**src/rtl/packet_scheduler.sv**
```systemverilog
// HDMI data island packet slot scheduler: arbitrates the packet sources once per
// 32-cycle slot and holds the chosen header/subpackets for the whole slot.
module packet_scheduler #(
    parameter int AUDIO_PENDING_MAX = 3,
    parameter bit SPD_ENABLE        = 1'b1
) (
    input  logic                clk_pixel,
    input  logic                reset_n,
    input  logic                slot_start,
    input  logic                frame_start,
    input  logic                audio_tick,
    input  logic                acr_tick,
    input  logic [23:0]         audio_header,
    input  logic [23:0]         acr_header,
    input  logic [23:0]         avi_header,
    input  logic [23:0]         aif_header,
    input  logic [23:0]         spd_header,
    input  logic [3:0][55:0]    audio_sub,
    input  logic [3:0][55:0]    acr_sub,
    input  logic [3:0][55:0]    avi_sub,
    input  logic [3:0][55:0]    aif_sub,
    input  logic [3:0][55:0]    spd_sub,
    output logic [23:0]         header,
    output logic [3:0][55:0]    sub,
    output logic [2:0]          packet_type,
    output logic                slot_active,
    output logic                audio_ack,
    output logic                slot_overrun,
    output logic                audio_overflow
);
    typedef enum logic {IDLE, SEND} state_t;

    localparam logic [2:0] AMAX = 3'(AUDIO_PENDING_MAX);

    state_t          state_q, state_d;
    logic [4:0]      cnt_q, cnt_d;
    logic [2:0]      audio_cnt_q, audio_cnt_d;
    logic            acr_q, acr_d, avi_q, avi_d, aif_q, aif_d, spd_q, spd_d;
    logic [23:0]     header_q, header_d;
    logic [3:0][55:0] sub_q, sub_d;
    logic [2:0]      type_q, type_d;
    logic            ack_q, ack_d, ovr_q, ovr_d, ovf_q, ovf_d;
    logic            select, spd_set;

    assign spd_set = frame_start && SPD_ENABLE;

    always_comb begin
        state_d = state_q;
        cnt_d   = cnt_q;
        ovr_d   = ovr_q;
        select  = 1'b0;
        case (state_q)
            IDLE: begin
                if (slot_start) begin
                    select  = 1'b1;
                    state_d = SEND;
                    cnt_d   = 5'd0;
                end
            end
            SEND: begin
                if (cnt_q == 5'd31) begin
                    cnt_d = 5'd0;
                    if (slot_start) select = 1'b1;
                    else            state_d = IDLE;
                end else begin
                    cnt_d = cnt_q + 5'd1;
                    if (slot_start) ovr_d = 1'b1;
                end
            end
            default: state_d = IDLE;
        endcase
    end

    // Requests arriving in the selection cycle take part in that selection.
    always_comb begin
        header_d = header_q;
        sub_d    = sub_q;
        type_d   = type_q;
        ack_d    = 1'b0;
        if (select) begin
            if (audio_cnt_q != 3'd0 || audio_tick) begin
                header_d = audio_header; sub_d = audio_sub; type_d = 3'd1; ack_d = 1'b1;
            end else if (acr_q || acr_tick) begin
                header_d = acr_header;   sub_d = acr_sub;   type_d = 3'd2;
            end else if (avi_q || frame_start) begin
                header_d = avi_header;   sub_d = avi_sub;   type_d = 3'd3;
            end else if (aif_q || frame_start) begin
                header_d = aif_header;   sub_d = aif_sub;   type_d = 3'd4;
            end else if (spd_q || spd_set) begin
                header_d = spd_header;   sub_d = spd_sub;   type_d = 3'd5;
            end else begin
                header_d = 24'h000000;   sub_d = '0;        type_d = 3'd0;
            end
        end
    end

    // A new request on the same cycle its flag is consumed keeps the flag set.
    always_comb begin
        audio_cnt_d = audio_cnt_q;
        ovf_d       = ovf_q;
        case ({audio_tick, select && type_d == 3'd1})
            2'b10: begin
                if (audio_cnt_q == AMAX) ovf_d = 1'b1;
                else                     audio_cnt_d = audio_cnt_q + 3'd1;
            end
            2'b01:   audio_cnt_d = audio_cnt_q - 3'd1;
            default: audio_cnt_d = audio_cnt_q;
        endcase
        acr_d = acr_tick    || (acr_q && !(select && type_d == 3'd2));
        avi_d = frame_start || (avi_q && !(select && type_d == 3'd3));
        aif_d = frame_start || (aif_q && !(select && type_d == 3'd4));
        spd_d = spd_set     || (spd_q && !(select && type_d == 3'd5));
    end

    always_ff @(posedge clk_pixel or negedge reset_n) begin
        if (!reset_n) begin
            state_q     <= IDLE;
            cnt_q       <= 5'd0;
            audio_cnt_q <= 3'd0;
            acr_q       <= 1'b0;
            avi_q       <= 1'b0;
            aif_q       <= 1'b0;
            spd_q       <= 1'b0;
            header_q    <= 24'h000000;
            sub_q       <= '0;
            type_q      <= 3'd0;
            ack_q       <= 1'b0;
            ovr_q       <= 1'b0;
            ovf_q       <= 1'b0;
        end else begin
            state_q     <= state_d;
            cnt_q       <= cnt_d;
            audio_cnt_q <= audio_cnt_d;
            acr_q       <= acr_d;
            avi_q       <= avi_d;
            aif_q       <= aif_d;
            spd_q       <= spd_d;
            header_q    <= header_d;
            sub_q       <= sub_d;
            type_q      <= type_d;
            ack_q       <= ack_d;
            ovr_q       <= ovr_d;
            ovf_q       <= ovf_d;
        end
    end

    assign header         = header_q;
    assign sub            = sub_q;
    assign packet_type    = type_q;
    assign slot_active    = (state_q == SEND);
    assign audio_ack      = ack_q;
    assign slot_overrun   = ovr_q;
    assign audio_overflow = ovf_q;
endmodule
```
**config.mk**
```make
export PLATFORM = sky130hd
export DESIGN_NAME = packet_scheduler
export DESIGN_NICKNAME = d
export VERILOG_FILES = /design/src/rtl/packet_scheduler.sv
export SDC_FILE = /design/constraint.sdc
export NUM_CORES = 1
export LEC_CHECK = 0
export ABC_AREA = 0
export CORE_AREA = 8 8 578 580
export DETAILED_ROUTE_END_ITERATION = 8
export DIE_AREA = 0 0 586 588
export GPL_TIMING_DRIVEN = 0
export MAX_ROUTING_LAYER = met4
export PLACE_DENSITY = 0.3
export REMOVE_ABC_BUFFERS = 1
export SYNTH_ARGS = -nofsm -noshare
export SYNTH_HDL_FRONTEND = slang
export SYNTH_SLANG_ARGS = --single-unit
```
**constraint.sdc**
```tcl
create_clock -name clk_pixel -period 3.41 [get_ports clk_pixel]
set_input_delay 0.5115 -clock clk_pixel [delete_from_list [all_inputs] [get_ports clk_pixel]]
set_output_delay 0.5115 -clock clk_pixel [all_outputs]
set_load 0.05 [all_outputs]
```
==> results.md, run 1 <==
* Data required, critical path at 4.03 ns
* CP top delay family: simple AND/OR/NAND/NOR gates
* Core ar. at between 300000 and 400000 sq um
* WL final at approximately 310000 microns
* Sink Count at around 270
* Status: complete, no violations
* Worst setup path startpoint: cnt_q[0]
* Die width at about 590 microns
* First-pass GRT wire length at between 300000 and 400000 microns
* Sequential-to-total area share from yosys stat at 0.404
* CTS Buf Count at 50
* Share of the synthesized area in the top cell type at 0.404
* CP cell instances: ha_1 > and3_1 > ha_1 > nand2b_2 > nand3_4 > buf_16 > buf_16 > o22ai_1 > a31oi_1
* Reg clk slew, reported paths at 0.07 ns
* WP depth at 9
* Fin area at around 40000 sq um
* Min cycle time layout at 3.21 ns
* Die H at 588 microns
* Gr usage total at 0.177
* Starting DRT DRC Count at approximately 2300
* Pin count of the biggest net entering global routing at 79
* Final worst slack at ~0.20 ns
* Mapped Area at approximately 17000 sq um
* Mux contribution to synthesized area at 0
* Final setup violation count at 0
* XOR/XNOR share of the synthesized area at 0
* CTS tree: yes
* Startpoint types: register
* Yosys warns at 0
* Static leakage at 13.1 nW
* Row cnt at 210
* Dpl hpwl at approximately 270000 microns
* Synth-to-layout area growth at 143%
* Utilization after layout at 0.124
* Max-capacitance violation count at 0
* Worst Hold Class: in2async
* CP endpoint: sub[10]
* Gpl congestion at about 0.9
* Clk buf depth at 3
* Peak Freq at 0.312 GHz
* Crit path kind: reg2reg
* Worst slew margin at 0.208
* CP max stage cell: nand3_4
* EDFF count, synth at 0
* Main synth FF type: dfrtp_1
* Worst Path Buf+Inv at 2
* Vias at 26165
* Worst R2R Setup Slack at between 0.2 and 0.25 ns
* # fillers at roughly 37000
* Area of the multi-input gates at between 8000 and 9000 sq um
* Final hold vios at 0
* Fin. max-slew vios at 0
* Antenna Nets Post-Route at 0
* Power Density at ~660 nW/um^2
* Synth cell types at 36
* Post-DP Area at approximately 38000 sq um
* Setup TNS at 0 ns
* Simple-gate portion of the synthesized area at 0.0681
* Compound-gate portion of the synthesized area at 0.464
* Asr flop ratio synth at 1.00
* Share of cells above drive strength 1 at 0.0551
* I/O pin count at 1501
* Most instantiated cells after synthesis: dfrtp_1 (267), nand2_1 (258), a31oi_1 (250)
* #FFs+latches synth at 267
* R2R depth at 9
* Synth top area cells: dfrtp_1 (40%), a221o_1 (15%), o211ai_1 (11%), a31oi_1 (9.4%), o22ai_1 (9.4%)
* Clk root buf: clkbuf_16
* Vias per inst at between 3 and 4
* GRT overflow at 0
* R2r endpoint: sub[10]
* Adder-Cell Fraction of Synth Area at 0.00227
* RSZ-0062 raised after global routing: false
* Vias in the first global route at ~26000
* Pre-Repair DR Iteration Count at 5
* Worst path arrival time at 3.83 ns
* Pre-CTS setup slack at -0.579 ns
* H-tree depth at 2
* Reg2reg start: cnt_q[0]
* Largest area contributor in the netlist: dfrtp_1
* Critical Path Max Stage Delay at between 0.5 and 0.6 ns
* Gate Count Post-Synth at 1839
* Number of antenna violations at the first check in global routing at approximately 420
* Die footprint at about 340000 sq um
* Max Clock Skew at 0.0252 ns
* Main combinational cell family by area after synthesis: compound AO/OA/AOI/OAI gates
* Measured slew at the worst slew-check pin at 1.18 ns
* Fin crit share at 0.940
* Avg Synthesized Cell Area at around 9.0 sq um
* Drt drc at 0
* CP Capture Type: register
* PortBufs at 1500
* Register area at between 6000 and 7000 sq um
* Nets at approximately 4500
* Worst-Skew Late Latency at between 0.7 and 0.8 ns
* CP Max Fanout at 46
* Most frequent cell after synthesis: dfrtp_1
* Wire per inst at about 40 microns
* Starting Density at 0.0509
* Worst VDD drop at between 0.4 and 0.5 mV
-- through the flow --
| step | cells | hold slack [ns] | power, mW |
|---|---|---|---|
| floorplan | 1587 | 0.216 | 12.9 |
| finish | 7815 | 0.229 | 26.7 |
| detailed placement | 7519 | 0.363 | 21.5 |
| global placement | 7433 | 0.444 | 21.8 |
| CTS | 7613 | 0.132 | 27.5 |
| global route | 7796 | 0.176 | 27.9 |
-- kinds of logic after synthesis --
| family | Yosys count |
|---|---|
| simple gates | 286 |
| buf+inv | 256 |
| fa+ha+maj | 3 |
| compound gates | 1027 |
| flops | 267 |
-- layout by cell type (no fill, tap or decap), types with 2 or more instances in the layout --
master           instances
clkinv_2                 7
nor2_1                   8
clkbuf_16               53
nor2_4                   3
nand2_1                258
and3_1                   2
a21o_1                   4
buf_16                  37
clkinvlp_4               2
ha_1                     3
inv_1                    4
diode_2                201
o211ai_1               249
dfrtp_1                266
o21ai_0                 12
o32ai_1                  2
clkdlybuf4s50_1       1499
o22ai_1                248
or2_4                    2
a221o_1                248
clkbuf_1                14
clkbuf_8                14
a21oi_1                  4
buf_12                  44
and2_1                   2
bufinv_16                2
a22o_1                   2
a31oi_1                250
buf_8                    6
-- layer usage --
metal | global-route usage | vias up | wire length (microns)
met1 | 0.195 | 13046 | 124000
met5 | - | - | 0
met3 | 0.115 | 446 | 44200
met2 | 0.270 | 1877 | 136000
li1 | - | 10796 | -
met4 | 0.0321 | 0 | 7690
-- state kept, by name, indices dropped and copies added, names as in the netlist --
register / flops
audio_cnt_q: 3
sub: 224
audio_overflow: 1
cnt_q: 5
spd_q: 1
slot_active: 1
slot_overrun: 1
header: 24
aif_q: 1
packet_type: 3
avi_q: 1
audio_ack: 1
acr_q: 1
-- worst reg2reg max path, stage by stage, from the launching register on --
cell	delay (ns)
dfrtp_1	0.42
ha_1	0.24
and3_1	0.19
ha_1	0.19
nand2b_2	0.37
nand3_4	0.51
buf_16	0.31
buf_16	0.43
o22ai_1	0.26
a31oi_1	0.18
-- area by class of cell --
type	count	share of cell area
clock buffer	81	0.0390
inverter	4	0.000373
antenna	201	0.0125
timing repair buffer	1588	0.423
clock inverter	11	0.00274
tap	4346	0.135
multi-input combinational	1317	0.221
sequential	267	0.166
-- what timing repair did --
action / 4_1_cts / 5_1_grt
pin swaps: 1 / 1
endpoints found under the setup margin: 17 / 2
hold buffers: 1 / 0
cloned: 0 / 1
endpoints found under the hold margin: 127 / 0
setup buffers: 1 / 0
gates resized for setup: 1 / 1
-- worst min path at each step --
stage	startpoint	to	slack [ns]	depth (start not counted)
after floorplan	reset_n	acr_q	0.22	0
after global placement	slot_overrun	slot_overrun	0.44	1
after detailed placement	reset_n	sub[163]	0.36	1
after CTS	reset_n	sub[80]	0.13	2
after global routing	reset_n	sub[18]	0.18	2
final	reset_n	sub[163]	0.23	2
-- power breakdown --
part	internal (mW)	total [mW]	switching, mW
Sequential	4.68	5.89	1.20
Combinational	5.04	15.2	10.2
Clock	3.26	5.65	2.38
Total	13.0	26.7	13.7
Power figures use the tool's default switching activity.
==> run 2: changes to the inputs <==
CORE_AREA = 3 3 590 592   (was 8 8 578 580)
DIE_AREA = 0 0 593 595   (was 0 0 586 588)
==> run 2 against run 1 <==
Compared with the run above:
- final area increased by 0.62%
- flip-flop and latch count unchanged
- worst hold slack worse by 0.032 ns
- critical path type unchanged
- largest cell class unchanged
==> results.md, run 2 (synthesis results as in run 1) <==
* Vias in the first global route at 26017 (-1.2%)
* Gr usage total at 0.175 (-0.00155)
* Core ar. at 343000 sq um (+5.4%)
* Vias per inst at 3.30 (-1.4%)
* Dpl hpwl at 275000 microns (+0.44%)
* Clk buf depth at 3 (unchanged)
* CP cell instances: ha_1 > and3_1 > ha_1 > nand2b_1 > nand3_4 > buf_12 > buf_16 > buf_16 > buf_12 > o22ai_1 > a31oi_1
* Die footprint at 353000 sq um (+2.4%)
* Measured slew at the worst slew-check pin at 1.26 ns (+0.0762 ns)
* CTS Buf Count at 50 (unchanged)
* Data required, critical path at 4.03 ns (about the same)
* Static leakage at 13.1 nW (+0.32%)
* PortBufs at 1500 (unchanged)
* Commonest non-fill, non-tap cell in the layout: clkdlybuf4s50_1
* Status: complete, no violations
* Final setup violation count at 0 (unchanged)
* Worst Hold Class: in2async
* Worst slew margin at 0.157 (-0.0510)
* Max FFs per register at 224 (unchanged)
* Share of cells above drive strength 1 at 0.0565 (+0.00143)
* Row cnt at 215 (+2.4%)
* RSZ-0062 raised after global routing: false
* Critical Path Max Stage Delay at 0.41 ns (-0.10 ns)
* Sink Count at 267 (unchanged)
* Fin crit share at 0.898 (-0.0423)
* CP Max Fanout at 40 (-13%)
* Most frequent cells in the layout: clkdlybuf4s50_1 (1499), dfrtp_1 (266), nand2_1 (258)
* I/O pin count at 1501 (unchanged)
* H-tree depth at 2 (unchanged)
* CP top delay family: buffers and inverters
* Worst path arrival time at 3.69 ns (-0.14 ns)
* First-pass GRT wire length at 375000 microns (+0.26%)
* Startpoint types: register
* Setup TNS at 0 ns (unchanged)
* Worst Path Buf+Inv at 4 (+2)
* Pin count of the biggest net entering global routing at 75 (-5.1%)
* Worst VDD drop at 0.371 mV (-15%)
* Starting DRT DRC Count at 2085 (-9.6%)
* Max-capacitance violation count at 0 (unchanged)
* Peak Freq at 0.327 GHz (+4.7%)
* Die H at 595 microns (+1.2%)
* Crit path kind: reg2reg
* Synth-to-layout area growth at 145%
* Utilization after layout at 0.118 (-0.00565)
* CTS tree: yes
* Clk root buf: clkbuf_16
* Number of antenna violations at the first check in global routing at 398 (-4.1%)
* Max Clock Skew at 0.0314 ns (+0.00624 ns)
* Min cycle time layout at 3.06 ns (-0.144 ns)
* Drt drc at 0 (unchanged)
* GRT overflow at 0 (unchanged)
* Final hold vios at 0 (unchanged)
* Worst setup path startpoint: cnt_q[0]
* Die width at 593 microns (+1.2%)
* Gpl congestion at 0.915 (-0.79%)
* Starting Density at 0.0483 (-0.00263)
* Pre-Repair DR Iteration Count at 5 (unchanged)
* Fin. max-slew vios at 0 (unchanged)
* WL final at 313000 microns (+0.46%)
* Vias at 26375 (+0.80%)
* Worst-Skew Late Latency at 0.72 ns (about the same)
* Power Density at 662 nW/um^2 (-0.41%)
* CP max stage cell: dfrtp_1
* Reg clk slew, reported paths at 0.06 ns (about the same)
* Antenna Nets Post-Route at 0 (unchanged)
* Wire per inst at 39.2 microns (-1.8%)
* CP Capture Type: register
* Nets at 4485 (+0.18%)
* Reg2reg start: cnt_q[0]
## run 2: changes by cell type in the layout (fill, tap and decap cells not counted), moves of 2 or more
cell	previous run	this run
buf_4	1	5
buf_16	37	41
clkbuf_8	14	8
inv_6	0	2
diode_2	201	162
clkbuf_16	53	51
clkinv_2	7	9
buf_12	44	46
## run 2: worst paths after layout
path	end	slack, ns	cells past startpoint
setup / recovery	sub[10]	0.35	11
hold / removal	sub[153]	0.20	2
min in group clk_pixel	header[22]	0.36	3
max in group asynchronous	sub[154]	1.64	5
setup reg to reg	sub[10]	0.35	11
hold reg to reg	slot_overrun	0.46	1
## run 2: area by class of cell
| class | instances | area (sq um) |
|---|---|---|
| Antenna cell | 162 | 405 |
| Clock buffer | 73 | 1440 |
| Tap cell | 4557 | 5700 |
| Fill cell | 39329 | 302000 |
| Sequential cell | 267 | 6690 |
| Inverter | 4 | 15.0 |
| Clock inverter | 17 | 175 |
| Timing Repair Buffer | 1597 | 17200 |
| Multi-Input combinational cell | 1316 | 8900 |
## run 2: routing by layer
metal  global-route usage  wire length, microns  up-vias
li1                     -                     -    10760
met1                0.206                129000    13222
met2                0.268                138000     1897
met3               0.0848                 37800      496
met4               0.0393                  8770        0
met5                    -                     0        -
## run 2: repair_timing
item / 4_1_cts / 5_1_grt
hold buffers: 1 / 0
endpoints found under the setup margin: 0 / 43
resized for setup: 0 / 1
hold endpoints to repair: 151 / 0
setup buffers: 0 / 7
## run 2: where the power goes
| part | leakage [nW] | internal [mW] | switching, mW |
|---|---|---|---|
| clock network | 0.791 | 3.12 | 2.39 |
| registers | 2.96 | 4.68 | 1.12 |
| logic | 9.36 | 5.06 | 10.4 |
| total | 13.1 | 12.9 | 13.9 |
## run 2: metrics by stage
| stage | worst slack, ns | hold WS, ns | total power, mW | cells | instance area (sq um) |
|---|---|---|---|---|---|
| 6_report | 0.349 | 0.197 | 26.8 | 7993 | 40500 |
| 5_1_grt | 0.0989 | 0.146 | 27.9 | 7976 | 40500 |
| 4_1_cts | 0.0217 | 0.0755 | 27.5 | 7824 | 40000 |
| 3_5_place_dp | -0.472 | 0.328 | 21.6 | 7733 | 38400 |
| 3_3_place_gp | -76.38 | 0.440 | 21.9 | 7644 | 36300 |
| 2_1_floorplan | -11.66 | 0.216 | 12.9 | 1587 | 15500 |
